### config.mk
export PLATFORM = sky130hd
export DESIGN_NAME = ssd_scan_driver
export DESIGN_NICKNAME = d
export VERILOG_FILES = /design/src/rtl/ssd_pkg.sv /design/src/rtl/ssd_glyph_decode.sv /design/src/rtl/ssd_scan_driver.sv
export SDC_FILE = /design/constraint.sdc
export NUM_CORES = 1
export LEC_CHECK = 0
export CORE_ASPECT_RATIO = 2
export CORE_UTILIZATION = 58
export DETAILED_ROUTE_END_ITERATION = 10
export PLACE_DENSITY = 0.82
export SLEW_MARGIN = 10
export SYNTH_ARGS = -nofsm -noshare
export SYNTH_HDL_FRONTEND = slang
export SYNTH_SLANG_ARGS = --single-unit
### constraint.sdc
create_clock -name clk -period 5.1 [get_ports clk]
set_input_delay 0.765 -clock clk [delete_from_list [all_inputs] [get_ports clk]]
set_output_delay 0.765 -clock clk [all_outputs]
set_load 0.05 [all_outputs]
### src/rtl/ssd_pkg.sv
// +----------------------------------------------------------------------+
// | ssd_pkg: glyph constants and default parameters for the SSD driver.  |
// | Rev 1.0                                                              |
// +----------------------------------------------------------------------+
`default_nettype none

package ssd_pkg;

  localparam int c_DEFAULT_NUM_DIGITS = 4;
  localparam int c_DEFAULT_DIV_BITS   = 16;

  typedef logic [7:0] seg_t;

  // Active-low a..g in bits 7..1; bit 0 (dp) is left off in every glyph.
  localparam seg_t c_GLYPH_0     = 8'h03;
  localparam seg_t c_GLYPH_1     = 8'h9F;
  localparam seg_t c_GLYPH_2     = 8'h25;
  localparam seg_t c_GLYPH_3     = 8'h0D;
  localparam seg_t c_GLYPH_4     = 8'h99;
  localparam seg_t c_GLYPH_5     = 8'h49;
  localparam seg_t c_GLYPH_6     = 8'h41;
  localparam seg_t c_GLYPH_7     = 8'h1F;
  localparam seg_t c_GLYPH_8     = 8'h01;
  localparam seg_t c_GLYPH_9     = 8'h09;
  localparam seg_t c_GLYPH_A     = 8'h11;
  localparam seg_t c_GLYPH_B     = 8'hC1;
  localparam seg_t c_GLYPH_C     = 8'h63;
  localparam seg_t c_GLYPH_D     = 8'h85;
  localparam seg_t c_GLYPH_E     = 8'h61;
  localparam seg_t c_GLYPH_F     = 8'h71;
  localparam seg_t c_GLYPH_BLANK = 8'hFF;

  function automatic seg_t apply_dp(input seg_t glyph, input logic dp);
    return {glyph[7:1], ~dp};
  endfunction

endpackage

`default_nettype wire

### src/rtl/ssd_glyph_decode.sv
// +----------------------------------------------------------------------+
// | ssd_glyph_decode: nibble/dp/blank to active-low segments (comb).     |
// | SSD_HEX_EN defined shows A-F; otherwise 10-15 show the F error glyph.|
// | Rev 1.0                                                              |
// +----------------------------------------------------------------------+
`default_nettype none

module ssd_glyph_decode
  import ssd_pkg::*;
(
  input  logic [3:0] nibble_i,
  input  logic       dp_i,
  input  logic       blank_i,
  output logic [7:0] seg_o
);

  seg_t w_glyph;

  always_comb begin
    w_glyph = c_GLYPH_F;
    case (nibble_i)
      4'h0: w_glyph = c_GLYPH_0;
      4'h1: w_glyph = c_GLYPH_1;
      4'h2: w_glyph = c_GLYPH_2;
      4'h3: w_glyph = c_GLYPH_3;
      4'h4: w_glyph = c_GLYPH_4;
      4'h5: w_glyph = c_GLYPH_5;
      4'h6: w_glyph = c_GLYPH_6;
      4'h7: w_glyph = c_GLYPH_7;
      4'h8: w_glyph = c_GLYPH_8;
      4'h9: w_glyph = c_GLYPH_9;
`ifdef SSD_HEX_EN
      4'hA: w_glyph = c_GLYPH_A;
      4'hB: w_glyph = c_GLYPH_B;
      4'hC: w_glyph = c_GLYPH_C;
      4'hD: w_glyph = c_GLYPH_D;
      4'hE: w_glyph = c_GLYPH_E;
`endif
      default: w_glyph = c_GLYPH_F;
    endcase
  end

  // Blanking overrides the decimal point as well.
  assign seg_o = blank_i ? c_GLYPH_BLANK : apply_dp(w_glyph, dp_i);

endmodule

`default_nettype wire

### src/rtl/ssd_scan_driver.sv
// +----------------------------------------------------------------------+
// | ssd_scan_driver: multiplexed 7-segment scanner with tear-free load.  |
// | Rev 1.0                                                              |
// +----------------------------------------------------------------------+
`default_nettype none

module ssd_scan_driver
  import ssd_pkg::*;
#(
  parameter int NUM_DIGITS = c_DEFAULT_NUM_DIGITS,
  parameter int DIV_BITS   = c_DEFAULT_DIV_BITS
) (
  input  logic                    clk,
  input  logic                    rst_n,
  input  logic                    load,
  input  logic [4*NUM_DIGITS-1:0] data_in,
  input  logic [NUM_DIGITS-1:0]   dp_in,
  input  logic [NUM_DIGITS-1:0]   blank_in,
  output logic [NUM_DIGITS-1:0]   ssd_ctl,
  output logic [7:0]              D_ssd,
  output logic                    frame_start
);

  localparam int IDX_W = (NUM_DIGITS > 1) ? $clog2(NUM_DIGITS) : 1;
  localparam logic [IDX_W-1:0] c_LAST_IDX = IDX_W'(NUM_DIGITS - 1);

  logic [DIV_BITS-1:0]             div_q, div_d;
  logic [IDX_W-1:0]                idx_q, idx_d;
  logic                            pending_q, pending_d;
  logic [NUM_DIGITS-1:0][3:0]      shd_data_q, shd_data_d;
  logic [NUM_DIGITS-1:0]           shd_dp_q, shd_dp_d;
  logic [NUM_DIGITS-1:0]           shd_blank_q, shd_blank_d;
  logic [NUM_DIGITS-1:0][3:0]      act_data_q, act_data_d;
  logic [NUM_DIGITS-1:0]           act_dp_q, act_dp_d;
  logic [NUM_DIGITS-1:0]           act_blank_q, act_blank_d;
  logic [NUM_DIGITS-1:0]           ssd_ctl_q, ssd_ctl_d;
  logic [7:0]                      d_ssd_q, d_ssd_d;
  logic                            frame_start_q, frame_start_d;

  logic                            w_tick;
  logic                            w_boundary;
  logic [NUM_DIGITS-1:0]           w_sel;
  logic [7:0]                      w_seg;

  assign w_tick     = &div_q;
  assign w_boundary = w_tick && (idx_q == c_LAST_IDX);

  ssd_glyph_decode u_decode (
    .nibble_i (act_data_q[idx_q]),
    .dp_i     (act_dp_q[idx_q]),
    .blank_i  (act_blank_q[idx_q]),
    .seg_o    (w_seg)
  );

  always_comb begin
    div_d       = div_q + 1'b1;
    idx_d       = idx_q;
    pending_d   = pending_q;
    shd_data_d  = shd_data_q;
    shd_dp_d    = shd_dp_q;
    shd_blank_d = shd_blank_q;
    act_data_d  = act_data_q;
    act_dp_d    = act_dp_q;
    act_blank_d = act_blank_q;

    if (w_tick) begin
      idx_d = (idx_q == c_LAST_IDX) ? '0 : idx_q + 1'b1;
    end

    if (load) begin
      shd_data_d  = data_in;
      shd_dp_d    = dp_in;
      shd_blank_d = blank_in;
      pending_d   = 1'b1;
    end

    // A load landing on the boundary bypasses the shadow so it is not lost.
    if (w_boundary) begin
      if (load) begin
        act_data_d  = data_in;
        act_dp_d    = dp_in;
        act_blank_d = blank_in;
      end else if (pending_q) begin
        act_data_d  = shd_data_q;
        act_dp_d    = shd_dp_q;
        act_blank_d = shd_blank_q;
      end
      pending_d = 1'b0;
    end

    w_sel        = '0;
    w_sel[idx_q] = 1'b1;
    ssd_ctl_d     = ~w_sel;
    d_ssd_d       = w_seg;
    frame_start_d = w_boundary;
  end

  always_ff @(posedge clk or negedge rst_n) begin
    if (!rst_n) begin
      div_q         <= '0;
      idx_q         <= '0;
      pending_q     <= 1'b0;
      shd_data_q    <= '0;
      shd_dp_q      <= '0;
      shd_blank_q   <= '1;
      act_data_q    <= '0;
      act_dp_q      <= '0;
      act_blank_q   <= '1;
      ssd_ctl_q     <= '1;
      d_ssd_q       <= c_GLYPH_BLANK;
      frame_start_q <= 1'b0;
    end else begin
      div_q         <= div_d;
      idx_q         <= idx_d;
      pending_q     <= pending_d;
      shd_data_q    <= shd_data_d;
      shd_dp_q      <= shd_dp_d;
      shd_blank_q   <= shd_blank_d;
      act_data_q    <= act_data_d;
      act_dp_q      <= act_dp_d;
      act_blank_q   <= act_blank_d;
      ssd_ctl_q     <= ssd_ctl_d;
      d_ssd_q       <= d_ssd_d;
      frame_start_q <= frame_start_d;
    end
  end

  assign ssd_ctl     = ssd_ctl_q;
  assign D_ssd       = d_ssd_q;
  assign frame_start = frame_start_q;

endmodule

`default_nettype wire

# After elaboration in Yosys (flattened, before gate mapping)

Memories as Yosys holds them, arrays and structs flattened.
Cells that the tools add are included.

Add/subtract/negate cells: 2
$lt $le $gt $ge: 2
Equal/unequal tests: 1
Multiplexer cells: 18
Bitwise operators: 2
Reduce and logical (&&, ||, !) cells: 6

Operators by type and width:

| operator                | number |
|---|---|
| $mux W16                | 2 |
| $mux W4                 | 5 |
| $add A16 B1 Y16 const B | 1 |
| $reduce_and A16 Y1      | 1 |
| $bmux W4 S2             | 1 |
| $mux W8                 | 1 |
| $mux W1                 | 5 |
| $bmux W1 S2             | 2 |
| $not A4 Y4              | 1 |
| $reduce_bool A2 Y1      | 2 |
| $lt A2 B3 Y1 const B    | 1 |
| $add A2 B1 Y2 const B   | 1 |
| $demux W1 S2            | 1 |
| $eq A2 B2 Y1 const B    | 1 |
| $ge A2 B1 Y1 const B    | 1 |
| $logic_and A1 B1 Y1     | 2 |
| $mux W2                 | 1 |
| $reduce_and A2 Y1       | 1 |
| $not A1 Y1              | 1 |

Bits in registers: 80
Bits in read-only memories: 112
Input bits: 27
Output and inout port bits: 13
Memories kept: 1

Memory list:

| memory           | words | bits a word | read ports | clocked after memory_dff | wr ports | RTL line               | RTL |
|---|---|---|---|---|---|---|---|
| (name not given) | 16    | 7           | 1          | 0                        | 0        | ssd_glyph_decode.sv:21 | `case (nibble_i)` |

# Longest topological paths before layout

Gate-level depths: netlist of the first run.

Depth in word-level cells: 5
Mapped depth: 7
Depth with buffers taken out: 6

# By module

Synthesis of the first run repeated with hierarchy kept, for this count alone.

Cells, all modules: 234
Area total of the unflattened synthesis: 3505.9 sq um

Modules (own cells, without submodules):

| module           | instances | cells each | area an instance (sq um) |
|---|---|---|---|
| ssd_scan_driver  | 1         | 200        | 3250.6 |
| ssd_glyph_decode | 1         | 34         | 255.2 |

# Least setup slack after synthesis of the first run

OpenSTA, ideal clock, no wires.

Path type: in2reg
Start point: input port load
End point: register act_data_q[10] (netlist name)
Data arrival time: 1.980 ns
Data required time: 4.975 ns
Slack: 2.995 ns
Stages: 4
Cells stage by stage: clkbuf_1 -> buf_1 -> mux2_2 -> mux2_4

Word-level cells in the longest chain between the ends: 2

RTL lines:

| item                         | RTL line               | RTL |
|---|---|---|
| from (decl)                  | ssd_scan_driver.sv:15  | `input logic load,` |
| $reduce_bool A2 Y1 (no line) | -                      |  |
| $reduce_and A2 Y1 (no line)  | -                      |  |
| to (signal assigned)         | ssd_scan_driver.sv:119 | `act_data_q <= act_data_d;` |
| to (decl)                    | ssd_scan_driver.sv:33  | `logic [NUM_DIGITS-1:0][3:0] act_data_q, act_data_d;` |

Several ways; a longest one is shown, not always the timed one.
A chain may end at the register's enable or synchronous reset.

# Worst setup path in the final report of the first run

Start point: input port load
End point: register act_data_q[12] (netlist name)

Same word-level chain as after synthesis.

==> reports/qor.txt, run 1 <==
ANT cells: 0
Post-synth top area share: 43.8%
WP data arrival: 2.72 ns
Hold Path Class: flip-flop to flip-flop
CTS Buf Count: 9
Root cell of the clock tree: clkbuf_16
FMAX: 400 MHz
Overflow after GRT: 0
Total Die Area: 0.00624 mm^2
Vias post-DR: 1859
Max-cap violations: 0
Overall power: 1350 uW
Setup bufs post-CTS: 0
Post-CTS resize count: 0
CTS Sinks: 80
Vias in the first global route: 1922
Logic pwr share: 4.7%
Internal power: 1070 uW
PwrDens: 327 mW/mm^2
H-tree levels: 3
Post-Syn Area: 0.00343 mm^2
Final std cells w/o fill: 335
DIE HEIGHT: 111 um
R2r startpoint: div_q[6]
Initial Util: 60.1%
Placed instance count: 319
Reg-to-reg setup timing slack: 2.82 ns
Reg2reg path depth: 4
Post-synthesis async set-or-reset flop share: 100%
Largest net degree at the start of global routing: 81
Net Sw Frac: 20.9%
Distinct cells, synth: 30
Port buffer count: 39
Initial antenna violation count: 0
Detailed-route vias per instance: 5.55
Hold Vio Cnt, Final: 0
Detailed Routing Iterations Pass 1: 3
GP Congestion: 0.792
Max-slew violations: 0
Tmin final: 2.50 ns
Clock power frac: 46.5%
I/O pin count: 40
CP endpoint kind: flip-flop
Die W: 56.4 um
Syn avg cell area: 15.1 um^2
LEAKAGE: 0.00195 uW
Final worst-path cycle share: 49.0%
Maximum root-to-sink buffer count: 2
Clk Latency, worst-skew pair: 0.34 ns
Post-synth EDFFs: 0
Outcome: finished clean
Total negative slack: 0 ns
Largest cells by area after synthesis: dfrtp_1 (44%), dfstp_2 (15%), mux2_2 (9.2%)
Wire per inst: 16.3 um
Post-synthesis register bit count: 80
Row cnt: 39
Slew HR: 36.2%
CP Class: input pin to flip-flop
Worst r2r dst: act_data_q[12]
Layout area overhead: 20.8%
Critical Path RT: 5.32 ns
Synth warn: 0
Max VDD drop: 0.328 mV
Syn Nets: 264
Worst Setup SP: load
Reg power frac: 48.8%
Finish-stage setup viols: 0
Hold Buf Count CTS: 0
Cells after synthesis: 227
Starting DRT DRC Count: 35
TritonCTS clock tree: done
P_sw: 284 uW
Most frequent cells in the layout: dfrtp_1 (60), clkdlybuf4s50_1 (38), mux2_2 (28)
Most common cell after layout, fill and taps aside: dfrtp_1
DRT antenna net count: 0
Global-route wire length before repair: 9190 um
Synth area leader: dfrtp_1
GRT Total Usage: 19.8%
Post-route clock skew: 0.00717 ns
CP startpoint kind: input pin
Setup repair after global routing missed its margin: false
Register area share after synthesis: 59.1%
End of the critical path: act_data_q[12]
Main synth FF type: dfrtp_1
Worst slew pin tran: 0.957 ns
DRC Markers: 0
Final wirelength: 5450 um
Core outline area: 0.00571 mm^2
Clk pin slew, worst setup/hold paths: 0.06 ns
Hpwl dp: 3620 um
CP Max Fanout: 25
Share of post-route cells with drive strength above 1: 33.9%
Layout Nets: 306
## Yosys cell counts (all sizes together), types with 3 or more instances
cell type  number
xor2            5
buf             6
inv            11
mux2           48
mux4            6
nand2           6
and3            7
nand4           3
clkbuf          3
xnor2           9
o21ai           5
nor2            5
nand3           6
dfrtp          60
mux2i           3
ha             10
dfstp          20
and4            4
nand2b          3
## sequential cells by signal, indices dropped and copies added, names as in the netlist
name	count
ssd_ctl	4
D_ssd	8
act_dp_q	4
idx_q	2
act_data_q	16
shd_data_q	16
pending_q	1
act_blank_q	4
frame_start	1
shd_dp_q	4
shd_blank_q	4
div_q	16
## critical path, cell delays in order
cell	delay (ns)
clkdlybuf4s50_1	0.46
buf_4	0.31
nor2_1	0.11
nand4b_4	0.57
mux2_4	0.49
## per-stage QoR
step | utilization [%] | instance area [um^2] | hold slack, ns | setup slack, ns
2_1_floorplan | - | 3430 | 0.438 | 2.99
3_3_place_gp | 67.4 | 3850 | 0.451 | 2.29
3_5_place_dp | 67.4 | 3850 | 0.457 | 2.23
4_1_cts | 72.6 | 4140 | 0.469 | 2.59
5_1_grt | 72.6 | 4140 | 0.481 | 2.50
6_report | 72.6 | 4140 | 0.466 | 2.60
## cell families after synthesis
kind of cell	synth area share, %
AOI/OAI and AO/OA	1.53
xor gates and xnor gates	3.58
adders and majority gates	3.65
buffers and inverters	2.81
DFF	59.1
muxes	22.8
and+or+nand+nor	6.57
## routing by layer
metal	up-vias	share of wire, %	global-route usage [%]
li1	871	-	-
met1	942	41	23.2
met2	34	53	32.4
met3	12	3.6	5.60
met4	0	2.8	10.7
met5	-	0	0
## how the worst min path moves through the flow
stage | startpoint | endpoint | slack (ns) | cells after the start
CTS | div_q[15] | div_q[15] | 0.47 | 1
floorplan | div_q[15] | div_q[15] | 0.44 | 1
global route | div_q[9] | div_q[9] | 0.48 | 1
global placement | div_q[9] | div_q[9] | 0.45 | 1
finish | div_q[15] | div_q[15] | 0.47 | 1
detailed placement | div_q[15] | div_q[15] | 0.46 | 1
## power groups by stage
stage	Clock, uW	Combinational (uW)	Sequential [uW]
CTS	640	65.8	661
floorplan	0	27.6	670
global placement	0	64.3	671
global route	662	70.6	662
finish	629	63.6	661
detailed placement	0	65.3	672
## cell type report
| class | count | area (um^2) |
|---|---|---|
| fillers | 400 | 1570 |
| inverters | 11 | 41.3 |
| clock buffers | 9 | 225 |
| clock inverters | 7 | 72.6 |
| multi-input cells | 127 | 1310 |
| repair buffers | 40 | 395 |
| flip-flops and latches | 80 | 2030 |
| well taps | 61 | 76.3 |
No activity file was read; power rests on OpenSTA's default activity.
==> inputs of run 2 (changes only) <==
- CORE_UTILIZATION: 58 -> 50
- PLACE_DENSITY: 0.82 -> 0.75
- clock period: 5.1 -> 2.05 ns (I/O delays scaled with it)
==> run 2 against run 1 <==
Effect of this change:
- critical path depth shrank 4
- worst hold slack got worse by 0.056 ns
- worst setup slack worse by 2.5 ns
- die area rose by 16%
- routed wire length is 1.8% higher
- non-clock buffer count rose by 6
- design area increased by 2.9%
- first-iteration DRC count is 77% higher
- flip-flop and latch count unchanged
- critical endpoint is now ssd_ctl[1]
==> reports/qor.txt, run 2 (synthesized netlist as in run 1, its figures left out) <==
Outcome: finished clean
WHS: 0.410 ns (-0.0557 ns)
Total negative slack: 0 ns (unchanged)
Detailed-route vias per instance: 5.17 (-6.9%)
Row cnt: 42 (+7.7%)
Initial antenna violation count: 0 (unchanged)
Placement Cell Area: 0.00396 mm^2 (+2.8%)
GP Congestion: 0.831 (+4.9%)
Largest net degree at the start of global routing: 58 (-28%)
I/O pin count: 40 (unchanged)
Met3 wire len: 161 um (-18%)
CP startpoint kind: flip-flop
Worst slew pin tran: 0.495 ns (-0.461 ns)
Post-layout util: 64.4% (-8.2 points)
Total Die Area: 0.00721 mm^2 (+16%)
Maximum root-to-sink buffer count: 2 (unchanged)
TritonCTS clock tree: done
Hpwl dp: 3810 um (+5.1%)
WP data arrival: 1.64 ns (-1.08 ns)
CP Max Fanout: 1 (-96%)
Critical Path RT: 1.74 ns (-3.58 ns)
Post-route clock skew: 0.0128 ns (+0.00566 ns)
Reg area: 0.00203 mm^2 (unchanged)
Overflow after GRT: 0 (unchanged)
Critical path's slowest cell: clkdlybuf4s50_1
Most common cell after layout, fill and taps aside: dfrtp_1
FMAX: 512 MHz
Setup repair after global routing missed its margin: false
DR WL met2: 3020 um (+5.0%)
LEAKAGE: 0.00201 uW (+2.7%)
Clk pin slew, worst setup/hold paths: 0.06 ns (about the same)
Max-cap violations: 0 (unchanged)
CTS Sinks: 80 (unchanged)
Setup bufs post-CTS: 0 (unchanged)
Critical path's top delay family: buffers and inverters
ANT cells: 0 (unchanged)
Clk Latency, worst-skew pair: 0.34 ns (about the same)
Most frequent cells in the layout: dfrtp_1 (60), clkdlybuf4s50_1 (38), mux2_2 (28)
Hold Path Class: input pin to async pin
Layout Nets: 312 (+2.0%)
CP endpoint kind: output port
Hold Buf Count CTS: 1 (+1)
Root cell of the clock tree: clkbuf_16
Fin area: 0.00427 mm^2 (+2.9%)
DRC Markers: 0 (unchanged)
Minimum setup slack after placement: 0.215 ns (-2.02 ns)
Core outline area: 0.00662 mm^2 (+16%)
PwrDens: 795 mW/mm^2 (+140%)
Footprint of the multi-input gates: 0.00131 mm^2 (unchanged)
Metal-1 WL: 2260 um (+1.8%)
Max VDD drop: 0.729 mV (+120%)
Vias in the first global route: 2044 (+6.3%)
Final wirelength: 5550 um (+1.8%)
Layout area overhead: 24.4%
Fillers: 510 (+28%)
Die W: 60.6 um (+7.4%)
CP Class: flip-flop to output port
Initial Util: 51.8% (-8.3 points)
Max-slew violations: 0 (unchanged)
Wire per inst: 15.1 um (-7.4%)
Port buffer count: 39 (unchanged)
Largest regs: act_data_q: 16 flops, div_q: 16 flops, shd_data_q: 16 flops
H-tree levels: 3 (unchanged)
Final worst-path cycle share: 95.2%
CTS Buf Count: 9 (unchanged)
Vias post-DR: 1902 (+2.3%)
Tmin final: 1.95 ns
Starting DRT DRC Count: 62 (+77%)
DRT antenna net count: 0 (unchanged)
Cell Chain, Critical Path: clkdlybuf4s50_1
Share of post-route cells with drive strength above 1: 34.3% (+0.34 points)
Top routing layer used: met4
PnR worst setup slack: 0.0976 ns (-2.50 ns)
Combined buffer and inverter count along the critical path: 1 (-1)
Finish-stage setup viols: 0 (unchanged)
Crit path largest cell delay: 0.79 ns (+0.22 ns)
Global-route wire length before repair: 9530 um (+3.7%)
Slew HR: 66.9% (+31 points)
Detailed Routing Iterations Pass 1: 4 (+1)
DIE HEIGHT: 119 um (+7.6%)
GRT Total Usage: 18.6% (-1.2 points)
Hold Vio Cnt, Final: 0 (unchanged)
Post-CTS resize count: 0 (unchanged)
==> run 2: cell types whose count changed in the layout (fill, tap and decap cells not counted), sizes merged <==
| cell | previous run | this run |
|---|---|---|
| clkbuf | 9 | 13 |
| dlygate4sd3 | 0 | 1 |
| clkinvlp | 2 | 0 |
| clkinv | 4 | 2 |
| buf | 2 | 7 |
==> run 2: area by class of cell <==
cell class / count / share of cell area (%)
multi-input combinational: 127 / 30.6
clock buffer: 13 / 6.10
tap: 88 / 2.58
sequential: 80 / 47.5
timing repair buffer: 46 / 11.3
clock inverter: 3 / 0.939
inverter: 11 / 0.968
==> run 2: power by group <==
part	total, uW	switching [uW]	internal [uW]
Combinational	171	74.5	96.2
Sequential	1640	10.4	1630
Clock	1580	571	1000
==> run 2: through the flow <==
step	power (uW)	std cells
floorplan	1740	227
global placement	1840	351
detailed placement	1840	351
CTS	3440	368
global route	3520	368
finish	3390	368
==> run 2: final timing paths <==
path,startpoint,slack (ns),cells after the start,to
min in group clk,div_q[4],0.47,1,div_q[4]
min,rst_n,0.41,2,act_data_q[15]
max in group asynchronous,rst_n,0.99,3,D_ssd[3]
min reg2reg,div_q[4],0.47,1,div_q[4]
max reg2reg,idx_q[0],0.27,5,D_ssd[4]
max,ssd_ctl[1],0.1,1,ssd_ctl[1]
==> run 2: metal layers <==
metal / up-vias / track usage, %
met4: 0 / 9.80
met2: 35 / 28.8
li1: 880 / -
met1: 981 / 22.2
met5: - / 0
met3: 6 / 6.51
==> inputs of run 3 (changes only) <==
- CORE_UTILIZATION: 50 -> 25
- PLACE_DENSITY: 0.75 -> unset
==> run 3 against run 2 <==
Effect of this change:
- the run now ends with design-rule violations, negative hold slack left
- critical endpoint is now D_ssd[7]
- largest cell class unchanged
- worst hold slack worse by 0.43 ns
- clock-buffer cell count unchanged
- clock skew down 0.0087 ns
- total power up 6.0%
- largest power group is now clock
- critical path depth unchanged
==> reports/qor.txt, run 3 (synthesized netlist as in run 1, its figures left out) <==
Outcome: finished with violations
Failing checks: design-rule violations, negative hold slack
TritonCTS clock tree: done
Largest regs: act_data_q: 16 flops, div_q: 16 flops, shd_data_q: 16 flops
Max-cap violations: 0 (unchanged)
Detailed Routing Iterations Pass 1: 9 (+5)
Slew HR: 61.1% (-5.8 points)
Logic pwr share: 4.7% (-0.3 points)
CP Max Fanout: 1 (unchanged)
Finish-stage setup viols: 0 (unchanged)
Final worst-path cycle share: 95.7% (+0.51 points)
DIE HEIGHT: 168 um (+41%)
Hold Vio Cnt, Final: 30 (+30)
Global-route wire length before repair: 11100 um (+17%)
I/O pin count: 40 (unchanged)
Post-layout util: 32.6% (-32 points)
Clock power frac: 49.5% (+3.0 points)
Max-slew violations: 0 (unchanged)
Initial Util: 25.5% (-26 points)
Clk pin slew, worst setup/hold paths: 0.05 ns (about the same)
CP Class: flip-flop to output port
Setup repair after global routing missed its margin: false
Metal-1 WL: 2520 um (+12%)
GP Congestion: 0.742 (-11%)
Worst r2r dst: act_dp_q[3]
Vias post-DR: 1909 (+0.37%)
CP endpoint kind: output port
Total negative slack: 0 ns (unchanged)
Total Die Area: 0.0142 mm^2 (+97%)
Crit path largest cell delay: 0.81 ns (+0.02 ns)
Top routing layer used: met4
DRT antenna net count: 0 (unchanged)
Most common cell after layout, fill and taps aside: dfrtp_1
Worst slew pin tran: 0.584 ns (+0.0885 ns)
Starting DRT DRC Count: 57 (-8.1%)
Hold Buf Count CTS: 0 (-1)
Met3 wire len: 207 um (+29%)
Port buffer count: 39 (unchanged)
CP startpoint kind: flip-flop
Most frequent cells in the layout: dfrtp_1 (59), clkdlybuf4s50_1 (34), mux2_2 (28)
Initial antenna violation count: 0 (unchanged)
Combined buffer and inverter count along the critical path: 1 (unchanged)
Max VDD drop: 0.378 mV (-48%)
Die W: 84.8 um (+40%)
CTS Sinks: 80 (unchanged)
H-tree levels: 3 (unchanged)
R2r startpoint: div_q[6]
Reg power frac: 45.8% (-2.7 points)
Final std cells w/o fill: 439 (+19%)
Setup bufs post-CTS: 0 (unchanged)
DR WL met2: 3820 um (+26%)
Hold Path Class: input pin to async pin
Internal power: 2920 uW (+6.7%)
Placed instance count: 423 (+21%)
DRC Markers: 3 (+3)
Vias in the first global route: 2128 (+4.1%)
Layout area overhead: 27.9%
Fillers: 1293 (+150%)
FMAX: 509 MHz (-0.53%)
Final wirelength: 6700 um (+21%)
Wire per inst: 15.3 um (+1.3%)
Row cnt: 60 (+43%)
GRT Total Usage: 10.4% (-8.2 points)
Post-route clock skew: 0.00410 ns (-0.00873 ns)
Critical path's slowest cell: clkdlybuf4s50_1
Root cell of the clock tree: clkbuf_16
Tmin final: 1.96 ns (+0.0105 ns)
Critical Path RT: 1.74 ns (about the same)
P_sw: 676 uW (+3.1%)
Maximum root-to-sink buffer count: 2 (unchanged)
Share of post-route cells with drive strength above 1: 36.6% (+2.3 points)
Hpwl dp: 4910 um (+29%)
Net Sw Frac: 18.8% (-0.53 points)
Reg-to-reg setup timing slack: 0.15 ns (-0.12 ns)
Critical path's top delay family: buffers and inverters
Detailed-route vias per instance: 4.35 (-16%)
CTS Buf Count: 9 (unchanged)
Reg2reg path depth: 5 (unchanged)
Overflow after GRT: 0 (unchanged)
Core outline area: 0.0134 mm^2 (+100%)
WP data arrival: 1.66 ns (+0.02 ns)
Cell Chain, Critical Path: clkdlybuf4s50_1
Critical Path Stages: 1 (unchanged)
PwrDens: 819 mW/mm^2 (+3.1%)
Largest net degree at the start of global routing: 48 (-17%)
ANT cells: 0 (unchanged)
WHS: -0.0226 ns (-0.433 ns)
LEAKAGE: 0.00203 uW (+1.4%)
Layout Nets: 316 (+1.3%)
Clk Latency, worst-skew pair: 0.33 ns (about the same)
## run 3: through the flow
stage | total power (uW) | hold slack, ns | area [um^2] | worst slack (ns)
after global placement | 1840 | 0.349 | 4050 | 0.106
final | 3590 | -0.0226 | 4390 | 0.0871
after global routing | 3730 | 0.0240 | 4390 | 0.0385
after floorplan | 1740 | 0.0119 | 3430 | 0.265
after CTS | 3630 | 0.000834 | 4380 | 0.0693
after detailed placement | 1850 | 0.357 | 4050 | 0.0937
## run 3: what timing repair did
item / in CTS / in global routing
resized for setup: 0 / 1
hold endpoints to repair: 0 / 0
setup endpoints to repair: 0 / 1
## run 3: worst max path at each step
| stage | start | end |
|---|---|---|
| floorplan | idx_q[0] | D_ssd[4] |
| global placement | load | act_data_q[13] |
| detailed placement | idx_q[0] | D_ssd[4] |
| CTS | D_ssd[7] | D_ssd[7] |
| global route | div_q[6] | act_data_q[13] |
| finish | D_ssd[7] | D_ssd[7] |
## run 3: layout make-up
type                            instances  area (um^2)  share of cell area (%)
Inverter                               11         41.3                   0.942
Timing Repair Buffer                   50          485                    11.1
Multi-Input combinational cell        127         1310                    29.8
Tap cell                              155          194                    4.42
Clock inverter                          3         90.1                    2.05
Sequential cell                        80         2030                    46.2
Clock buffer                           13          240                    5.48
## run 3: routing by layer
| metal | track usage [%] | vias up |
|---|---|---|
| met5 | 0 | - |
| met4 | 5.97 | 0 |
| met3 | 2.22 | 8 |
| met2 | 19.0 | 36 |
| met1 | 10.9 | 979 |
| li1 | - | 886 |
## run 3: power by group through the flow
stage          clock network (uW)  registers [uW]  logic (uW)
3_3_place_gp                    0            1670         170
5_1_grt                      1890            1650         188
6_report                     1780            1650         168
4_1_cts                      1810            1650         175
2_1_floorplan                   0            1670        68.8
3_5_place_dp                    0            1670         174
